`src/rtl/stereo_stream_sync.sv`:
```
// Stereo pixel pairing: per-camera skew FIFOs feed a lock/resync/flush FSM that issues
// coordinate-matched left/right pairs to the SAD engine when it is not busy.
module stereo_stream_sync #(
    parameter int unsigned HRES       = 640,
    parameter int unsigned VRES       = 360,
    parameter int unsigned FIFO_DEPTH = 16
) (
    input  logic        clk_in,
    input  logic        rst_in,
    input  logic        cam1_valid_in,
    input  logic [7:0]  cam1_pixel_in,
    input  logic [10:0] cam1_hcount_in,
    input  logic [9:0]  cam1_vcount_in,
    input  logic        cam2_valid_in,
    input  logic [7:0]  cam2_pixel_in,
    input  logic [10:0] cam2_hcount_in,
    input  logic [9:0]  cam2_vcount_in,
    input  logic        sad_busy_in,
    output logic        pair_valid_out,
    output logic [7:0]  left_pixel_out,
    output logic [7:0]  right_pixel_out,
    output logic [10:0] hcount_out,
    output logic [9:0]  vcount_out,
    output logic        frame_start_out,
    output logic [7:0]  drop_count_out,
    output logic        overflow_out,
    output logic [1:0]  state_out
);

    localparam int unsigned AW = $clog2(FIFO_DEPTH);
    localparam int unsigned EW = 29;
    localparam logic [AW:0] FULL_CNT = (AW + 1)'(FIFO_DEPTH);

    if (FIFO_DEPTH < 4 || (FIFO_DEPTH & (FIFO_DEPTH - 1)) != 0) begin : g_bad_depth
        $error("stereo_stream_sync: FIFO_DEPTH must be a power of 2 and >= 4");
    end
    if (HRES < 1 || HRES > 2048 || VRES < 1 || VRES > 1024) begin : g_bad_res
        $error("stereo_stream_sync: HRES/VRES exceed the coordinate port widths");
    end

    typedef enum logic [1:0] {
        WAIT_FRAME = 2'd0,
        STREAM     = 2'd1,
        RESYNC     = 2'd2,
        FLUSH      = 2'd3
    } state_t;

    state_t state_q, state_d;

    // Entry layout {pixel, vcount, hcount}: the low 21 bits are the ordering key directly.
    logic [EW-1:0] mem1_q [FIFO_DEPTH];
    logic [EW-1:0] mem2_q [FIFO_DEPTH];
    logic [AW-1:0] wr1_q, wr1_d, rd1_q, rd1_d;
    logic [AW-1:0] wr2_q, wr2_d, rd2_q, rd2_d;
    logic [AW:0]   cnt1_q, cnt1_d, cnt2_q, cnt2_d;

    logic [EW-1:0] head1, head2;
    logic [20:0]   key1, key2;
    logic          have1, have2, full1, full2;
    logic          pop1, pop2, push1, push2, ovf1, ovf2;
    logic          pair_pop, drop_inc;

    logic          pair_valid_q, frame_start_q, overflow_q;
    logic [7:0]    left_q, right_q, drop_q;
    logic [10:0]   h_q;
    logic [9:0]    v_q;

    assign head1 = mem1_q[rd1_q];
    assign head2 = mem2_q[rd2_q];
    assign key1  = head1[20:0];
    assign key2  = head2[20:0];
    assign have1 = (cnt1_q != '0);
    assign have2 = (cnt2_q != '0);
    assign full1 = (cnt1_q == FULL_CNT);
    assign full2 = (cnt2_q == FULL_CNT);

    always_comb begin
        state_d  = state_q;
        pop1     = 1'b0;
        pop2     = 1'b0;
        pair_pop = 1'b0;
        drop_inc = 1'b0;
        case (state_q)
            WAIT_FRAME: begin
                pop1 = have1 && (key1 != '0);
                pop2 = have2 && (key2 != '0);
                if (have1 && have2 && key1 == '0 && key2 == '0) begin
                    state_d = STREAM;
                end
            end
            STREAM: begin
                if (have1 && have2) begin
                    if (key1 == key2) begin
                        if (!sad_busy_in) begin
                            pop1     = 1'b1;
                            pop2     = 1'b1;
                            pair_pop = 1'b1;
                        end
                    end else begin
                        state_d = RESYNC;
                    end
                end
            end
            RESYNC: begin
                if (have1 && have2) begin
                    if (key1 == key2) begin
                        state_d = STREAM;
                    end else if (key1 < key2) begin
                        pop1     = 1'b1;
                        drop_inc = 1'b1;
                    end else begin
                        pop2     = 1'b1;
                        drop_inc = 1'b1;
                    end
                end
            end
            FLUSH:   state_d = WAIT_FRAME;
            default: state_d = WAIT_FRAME;
        endcase

        // A same-cycle pop frees the slot, so a full FIFO still accepts that push.
        push1 = cam1_valid_in && (!full1 || pop1) && (state_q != FLUSH);
        push2 = cam2_valid_in && (!full2 || pop2) && (state_q != FLUSH);
        ovf1  = cam1_valid_in && full1 && !pop1 && (state_q != FLUSH);
        ovf2  = cam2_valid_in && full2 && !pop2 && (state_q != FLUSH);
        if (ovf1 || ovf2) begin
            state_d = FLUSH;
        end

        if (state_q == FLUSH) begin
            wr1_d  = '0;
            rd1_d  = '0;
            cnt1_d = '0;
            wr2_d  = '0;
            rd2_d  = '0;
            cnt2_d = '0;
        end else begin
            wr1_d  = push1 ? wr1_q + 1'b1 : wr1_q;
            rd1_d  = pop1  ? rd1_q + 1'b1 : rd1_q;
            cnt1_d = cnt1_q + (AW + 1)'(push1) - (AW + 1)'(pop1);
            wr2_d  = push2 ? wr2_q + 1'b1 : wr2_q;
            rd2_d  = pop2  ? rd2_q + 1'b1 : rd2_q;
            cnt2_d = cnt2_q + (AW + 1)'(push2) - (AW + 1)'(pop2);
        end
    end

    always_ff @(posedge clk_in) begin
        if (push1) mem1_q[wr1_q] <= {cam1_pixel_in, cam1_vcount_in, cam1_hcount_in};
        if (push2) mem2_q[wr2_q] <= {cam2_pixel_in, cam2_vcount_in, cam2_hcount_in};
    end

    always_ff @(posedge clk_in or posedge rst_in) begin
        if (rst_in) begin
            state_q <= WAIT_FRAME;
            wr1_q   <= '0;
            rd1_q   <= '0;
            cnt1_q  <= '0;
            wr2_q   <= '0;
            rd2_q   <= '0;
            cnt2_q  <= '0;
        end else begin
            state_q <= state_d;
            wr1_q   <= wr1_d;
            rd1_q   <= rd1_d;
            cnt1_q  <= cnt1_d;
            wr2_q   <= wr2_d;
            rd2_q   <= rd2_d;
            cnt2_q  <= cnt2_d;
        end
    end

    always_ff @(posedge clk_in or posedge rst_in) begin
        if (rst_in) begin
            pair_valid_q  <= 1'b0;
            frame_start_q <= 1'b0;
            left_q        <= '0;
            right_q       <= '0;
            h_q           <= '0;
            v_q           <= '0;
            drop_q        <= '0;
            overflow_q    <= 1'b0;
        end else begin
            pair_valid_q  <= pair_pop;
            frame_start_q <= pair_pop && (key1 == '0);
            if (pair_pop) begin
                left_q  <= head1[28:21];
                right_q <= head2[28:21];
                h_q     <= head1[10:0];
                v_q     <= head1[20:11];
            end
            if (drop_inc && drop_q != '1) begin
                drop_q <= drop_q + 8'd1;
            end
            if (ovf1 || ovf2) begin
                overflow_q <= 1'b1;
            end
        end
    end

    assign pair_valid_out  = pair_valid_q;
    assign frame_start_out = frame_start_q;
    assign left_pixel_out  = left_q;
    assign right_pixel_out = right_q;
    assign hcount_out      = h_q;
    assign vcount_out      = v_q;
    assign drop_count_out  = drop_q;
    assign overflow_out    = overflow_q;
    assign state_out       = state_q;

endmodule

```
`config.mk`:
```
export PLATFORM = sky130hd
export DESIGN_NAME = stereo_stream_sync
export DESIGN_NICKNAME = d
export VERILOG_FILES = /design/src/rtl/stereo_stream_sync.sv
export SDC_FILE = /design/constraint.sdc
export NUM_CORES = 1
export LEC_CHECK = 0
export CORE_MARGIN = 5
export CORE_UTILIZATION = 45
export DETAILED_ROUTE_END_ITERATION = 7
export DONT_BUFFER_PORTS = 1
export SETUP_SLACK_MARGIN = 0.5
export SYNTH_ARGS = -nofsm -noshare
export SYNTH_HDL_FRONTEND = slang
export SYNTH_SLANG_ARGS = --single-unit
```
`constraint.sdc`:
```
create_clock -name clk_in -period 16.1 [get_ports clk_in]
set_input_delay 1.61 -clock clk_in [delete_from_list [all_inputs] [get_ports clk_in]]
set_output_delay 1.61 -clock clk_in [all_outputs]
set_load 0.05 [all_outputs]
```
-- After elaboration in Yosys (flattened, before gate mapping)
Memory sizes are Yosys's and may differ from the RTL's.
Cells that the tools add are included.
- word-level logic and storage cells: 112
- input bits: 63
- bits in read-only memories: 0
- output and inout port bits: 50
- memories: 2
- memory bits (writable): 928
- flip-flop bits (word level): 76
- bits in latches: 0
- eq/ne operators: 13
- magnitude comparators: 1
- shift operators: 0
- div/mod/pow operators: 0
- $mul: 0
- add/subtract/negate cells: 9
- mux-type cells: 36
- reduce and logical (&&, ||, !) cells: 36
- bitwise logic cells: 0
- memories (name ; depth ; width ; read ports ; clocked after memory_dff ; write ports ; line ; text):
    mem1_q ; 16 ; 29 ; 1 ; 0 ; 1 ; 51 ; logic [EW-1:0] mem1_q [FIFO_DEPTH];
    mem2_q ; 16 ; 29 ; 1 ; 0 ; 1 ; 52 ; logic [EW-1:0] mem2_q [FIFO_DEPTH];
- operators by type and width (kind ; count):
    zero test 21 bit ; 2
    nonzero test 21 bit ; 2
    2-to-1 mux 4 bit ; 8
    equality test 21 bit ; 1
    < comparator 21 bit ; 1
    logical AND 1 bit ; 17
    2-to-1 mux 1 bit ; 17
    adder 4 x 1 -> 4 bit, second input constant ; 4
    != test 3 bit, second input constant ; 5
    2-to-1 mux 2 bit ; 6
    adder 5 x 1 -> 5 bit ; 2
    equality test 5 bit, second input constant ; 2
    2-to-1 mux 5 bit ; 2
    nonzero test 5 bit ; 2
    subtractor 5 x 1 -> 5 bit ; 2
    adder 8 x 1 -> 8 bit, second input constant ; 1
    != test 8 bit, second input constant ; 1
    one-hot mux 2 bit (4 select lines) ; 1
    nonzero test 2 bit ; 4
    one-hot mux 1 bit (3 select lines) ; 2
    AND reduction 5 bit ; 1
    equality test 2 bit, second input constant ; 2
    zero test 1 bit ; 4
    logical OR 1 bit ; 3
    3 further kinds ; 3

-- Logic depth before layout (Yosys ltp)
An unclocked memory read counts as a cell.
- word-level depth: 12
- gate-level depth with buffers: 26
- depth with buffers taken out: 21

-- Worst setup path after synthesis
No wires, ideal clock.
- kind: reg2reg
- start point: register rd1_q[0]
- end point: memory mem2_q[0][0] (enable)
- setup time: 0.498 ns
- buffers on the path: 3
- setup slack: 8.841 ns
- arrival time: 6.761 ns
- stages on the path, launching flop included: 17
- cells stage by stage: dfrtp_1 > buf_2 > buf_2 > buf_2 > mux4_2 > a22oi_1 > nand2_1 > ha_1 > nand4_1 > nor4_1 > a21boi_0 > a211oi_1 > a21boi_0 > o31ai_1 > a21oi_1 > a21oi_2 > nor4b_1
- longest elaborated chain between the ends: 11
- elaborated cells between the ends (all ways): 14
- RTL lines (element ; line ; text):
    start: declaration ; 53 ; logic [AW-1:0] wr1_q, wr1_d, rd1_q, rd1_d;
    start signal: assignment ; 164 ; rd1_q <= rd1_d;
    memory (16 x 29 bit) (*) ; n/a ;
    via head1[16] ; 57 ; logic [EW-1:0] head1, head2;
    < comparator 21 bit ; 108 ; end else if (key1 < key2) begin
    2-to-1 mux 1 bit ; 108 ;
    2-to-1 mux 1 bit ; 106 ; if (key1 == key2) begin
    2-to-1 mux 1 bit ; 105 ; if (have1 && have2) begin
    one-hot mux 1 bit (3 select lines) (*) ; 83 ; case (state_q)
    logical OR 1 bit (*) ; 123 ; push2 = cam2_valid_in && (!full2 || pop2) && (state_q != FLUSH);
    logical AND 1 bit (*) (2 in a row) ; 123 ;
    2-to-1 mux 1 bit (*) ; 149 ; if (push2) mem2_q[wr2_q] <= {cam2_pixel_in, cam2_vcount_in, cam2_hcount_in};
    2-to-1 mux 1 bit (not written as such) (*) ; 149 ;
    end: declaration ; 52 ;
Mark *: on every way through the listed nets, which the timed path passes. The rest lies on a longest branch.

-- Final worst setup path
- start point: register rd1_q[0]
- end point: register cnt2_q[4]
- longest elaborated chain between the ends: 12
- elaborated cells between the ends (all ways): 15
- RTL lines (element ; line ; text):
    memory (16 x 29 bit) (*) ; n/a ;
    via head1[13] ; 57 ;
    < comparator 21 bit ; 108 ;
    2-to-1 mux 1 bit ; 108 ;
    2-to-1 mux 1 bit ; 106 ;
    2-to-1 mux 1 bit ; 105 ;
    one-hot mux 1 bit (3 select lines) (*) ; 83 ;
    logical OR 1 bit ; 123 ;
    logical AND 1 bit (2 in a row) ; 123 ;
    adder 5 x 1 -> 5 bit ; 143 ; cnt2_d = cnt2_q + (AW + 1)'(push2) - (AW + 1)'(pop2);
    subtractor 5 x 1 -> 5 bit (*) ; 143 ;
    2-to-1 mux 5 bit (*) ; 130 ; if (state_q == FLUSH) begin
    via cnt2_d[4] ; 55 ; logic [AW:0] cnt1_q, cnt1_d, cnt2_q, cnt2_d;
    end signal: assignment ; 168 ; cnt2_q <= cnt2_d;
    end: declaration ; 55 ;
Marked as above.
A chain may end at the register's enable or synchronous reset.

==> results by group <==
Outcome
  – Status: complete, no violations

STA
  – Final worst slack: 7820 ps
  – Final period utilization: around 51%
  – Setup_tns: 0 ps
  – Final hold vios: 0
  – Hold slack: 602 ps
  – Final max-slew violation count: 0
  – Fmax: 121 MHz
  – Final setup fails: 0
  – Slew @ Worst Pin: 1150 ps
  – Slew Limit Headroom: ~23%
  – Minimum clock period after layout: 8280 ps
  – RSZ-0062 raised after global routing: false
  – Setup Skew: about 24 ps

Logic synthesis
  – Seq/Total Area, Yosys: between 70% and 80%
  – Synth Net Count: a little over 2000
  – Synthesis warning total: 0
  – Post-synth EDFFs: between 900 and 1000
  – Mapped Cells: 1922
  – Synthesized area per cell: slightly above 20 µm²
  – Asr flop ratio synth: 7.57%
  – Mapped Area: a little under 40000 µm²
  – Unique cell type count in the Yosys netlist: 54
  – Ys flop type: edfxtp_1
  – Flops & latches, synth: roughly 1000

Power and ir drop
  – Total power after layout: 8.22 mW
  – NetSw: ~2.6 mW
  – Int Power: between 5 and 6 mW
  – Peak supply drop: about 0.11 mV
  – Comb power frac: between 20% and 30%
  – Clock share of power: 29.1%
  – Flop pwr share: 41.7%
  – Leakage: 14.7 nW
  – Sw Ratio: between 30% and 40%
  – Pwr Density: 185 nW/µm²

Global route
  – Initial antenna violation count: 0
  – Total grt overflow: 0
  – Largest net degree at the start of global routing: 71
  – First-pass GRT wire length: between 100000 and 150000 µm
  – Number of global-route vias before repair: around 20000
  – All-layer global routing usage: roughly a fifth

Critical path
  – R2R Setup Slk: 7820 ps
  – Worst Setup End Kind: flip-flop
  – Worst path arrival time: between 8000 and 9000 ps
  – R2R Path Start: rd1_q[0]
  – Worst Path Max Fanout: 53
  – Reg2Reg Depth: 22
  – Crit path cell chain: buf_4 -> buf_4 -> mux4_2 -> mux2i_1 -> mux2i_1 -> ha_1 -> nand4_1 -> nor4_1 -> a21o_1 -> nor2_1 -> a21boi_0 -> o31ai_1 -> a21oi_1 -> a21oi_2 -> ha_1 -> inv_1 -> ha_1 -> fa_1 -> a21oi_1 -> nor2_1 -> or3_1 -> a21oi_1
  – Critical path type: reg -> reg
  – Worst flop-to-flop path endpoint: cnt2_q[4]
  – Startpoint Class: flip-flop
  – Slowest stage cell on the critical path: buf_4
  – Max incr delay on CP: about 950 ps
  – Req. time, crit path: 16700 ps

Final layout
  – Most common cell after layout, fill and taps aside: edfxtp_1
  – Area Growth Syn to Fin: 12.9%
  – Commonest non-fill, non-tap cells in the layout: edfxtp_1, mux4_2, nand2_1
  – Fraction of layout cells with a size suffix above 1: about a quarter
  – Net count, final: approximately 2100

Hold path
  – Launch point of the worst hold path: wr1_q[1]
  – Hold-critical path depth: 2
  – Worst-case hold path end point: wr1_q[1]
  – Min-delay worst type: reg -> reg

Floorplan
  – Core Region: 86800 µm²
  – Die Span Y: 305 µm
  – Die width: approximately 310 µm
  – Starting Density: a little under half
  – Top Ports: ~110
  – Full die area: 93300 µm²
  – Rows: about 110

Placement
  – RD Place Congestion: about 0.76
  – Post-DP HPWL: about 50000 µm
  – Input/output buffers: 0
  – DP Worst Slack: slightly below 8000 ps

Clocking
  – CTS sink cnt: 1004
  – CTS Buf Count: 102
  – Cts hold-fix bufs: 0
  – CTS root buffer: clkbuf_16
  – Post_cts resized: 0
  – CTS tree: done
  – Worst-skew pair later-pin latency: 680 ps
  – H-tree depth: 3
  – Max clock buf depth: 3
  – CTS clk-pin slew, worst paths: approximately 60 ps
  – Post-CTS setup buffer count: 0

Detailed routing
  – DR WL/cell: between 20 and 30 µm
  – Residual DRC: 0
  – DR vias: ~19000
  – First DRT Iteration DRCs: ~1500
  – Post-Route WL: 92300 µm
  – TritonRoute pass-1 iters: 5
  – Post-DRT Antenna Nets: 0
  – Routed vias/inst: roughly 5.9

Run
  – Max-cap violations: 0
-- cell usage after synthesis (all sizes together) (2+ instances only) --
library cell,number,share of area (%)
a22o,8,0.18
a221oi,9,0.20
and2,10,0.16
dfrtp,76,4.8
nand2,180,1.7
nor3,19,0.24
xor2,4,0.089
nor2,27,0.26
a21o,12,0.23
and3,4,0.064
nand2b,5,0.080
mux2i,23,0.59
edfxtp,928,71
nor2b,11,0.18
o21ai,15,0.19
buf,51,0.64
or4,3,0.057
nor3b,8,0.15
a22oi,63,1.2
fa,2,0.10
xnor2,11,0.25
nor4b,8,0.18
inv,35,0.33
nand4,14,0.22
nor4,10,0.21
nand3,20,0.25
a21boi,2,0.038
clkbuf,42,0.40
mux4,244,14
or3,4,0.064
a21oi,17,0.23
ha,44,1.4
-- stage by stage --
stage	cells	instance area (µm²)	utilization, %
after CTS	3223	44300	51.1
after global placement	3038	40900	47.2
final	3224	44300	51.1
after global routing	3223	44300	51.1
after detailed placement	3038	40900	47.2
after floorplan	1922	39300	-
-- state kept, by name, summed over array words and instances (netlist names), 2 cells and up --
signal           flops
mem1_q             464
mem2_q             464
hcount_out          11
vcount_out          10
drop_count_out       8
left_pixel_out       8
right_pixel_out      8
cnt1_q               5
cnt2_q               5
rd1_q                4
rd2_q                4
wr1_q                4
wr2_q                4
state_out            2
-- layer usage --
metal | up-vias | track usage (%) | wire length [µm]
met5 | - | 0 | 0
met4 | 0 | 5.82 | 2360
met3 | 137 | 4.33 | 6220
met2 | 561 | 33.3 | 46700
met1 | 10200 | 26.2 | 36900
li1 | 7999 | - | -
-- worst max path at each step --
stage | slack (ps) | start | end
after floorplan | 8840 | rd1_q[0] | mem2_q[0][0]
after global placement | 7880 | rd1_q[0] | cnt2_q[4]
after detailed placement | 7720 | rd1_q[0] | cnt2_q[4]
after CTS | 7650 | rd1_q[0] | cnt2_q[4]
after global routing | 7050 | rd1_q[0] | cnt2_q[4]
final | 7820 | rd1_q[0] | cnt2_q[4]
-- power groups by stage --
stage / registers (mW) / logic, mW / clock network, mW
finish: 3.43 / 2.39 / 2.39
CTS: 3.44 / 2.42 / 2.44
global placement: 3.48 / 2.38 / 0
floorplan: 3.34 / 1.80 / 0
global route: 3.47 / 2.60 / 2.56
detailed placement: 3.49 / 2.41 / 0
-- layout make-up --
| type | instances | area (µm²) |
|---|---|---|
| Antenna cell | 1 | 2.50 |
| Clock buffer | 129 | 2750 |
| Clock inverter | 56 | 669 |
| Fill cell | 6887 | 42400 |
| Inverter | 35 | 134 |
| Multi-Input combinational cell | 790 | 9160 |
| Sequential cell | 1004 | 29800 |
| Tap cell | 1155 | 1450 |
| Timing Repair Buffer | 54 | 405 |
-- cells by family (layout without fill, tap and decap cells) --
group / count (synthesis) / in the layout / share of synthesized area [%]
AO/OA/AOI/OAI: 135 / 135 / 2.48
other: 0 / 1 / 0
AND/OR/NAND/NOR: 326 / 326 / 3.93
multiplexers: 268 / 268 / 14.6
buffers and inverters: 128 / 274 / 1.38
flip-flops: 1004 / 1004 / 75.8
adder cells (fa/ha/maj): 46 / 46 / 1.50
XOR/XNOR: 15 / 15 / 0.334
-- critical path, delay by kind of cell, from the launching register on --
family / cells / cell delay [ps]
compound gates: 7 / 2030
buf+inv: 3 / 1730
fa+ha+maj: 4 / 1270
simple gates: 5 / 1200
mux: 3 / 1000
flops: 1 / 880
Power figures use the tool's default switching activity.
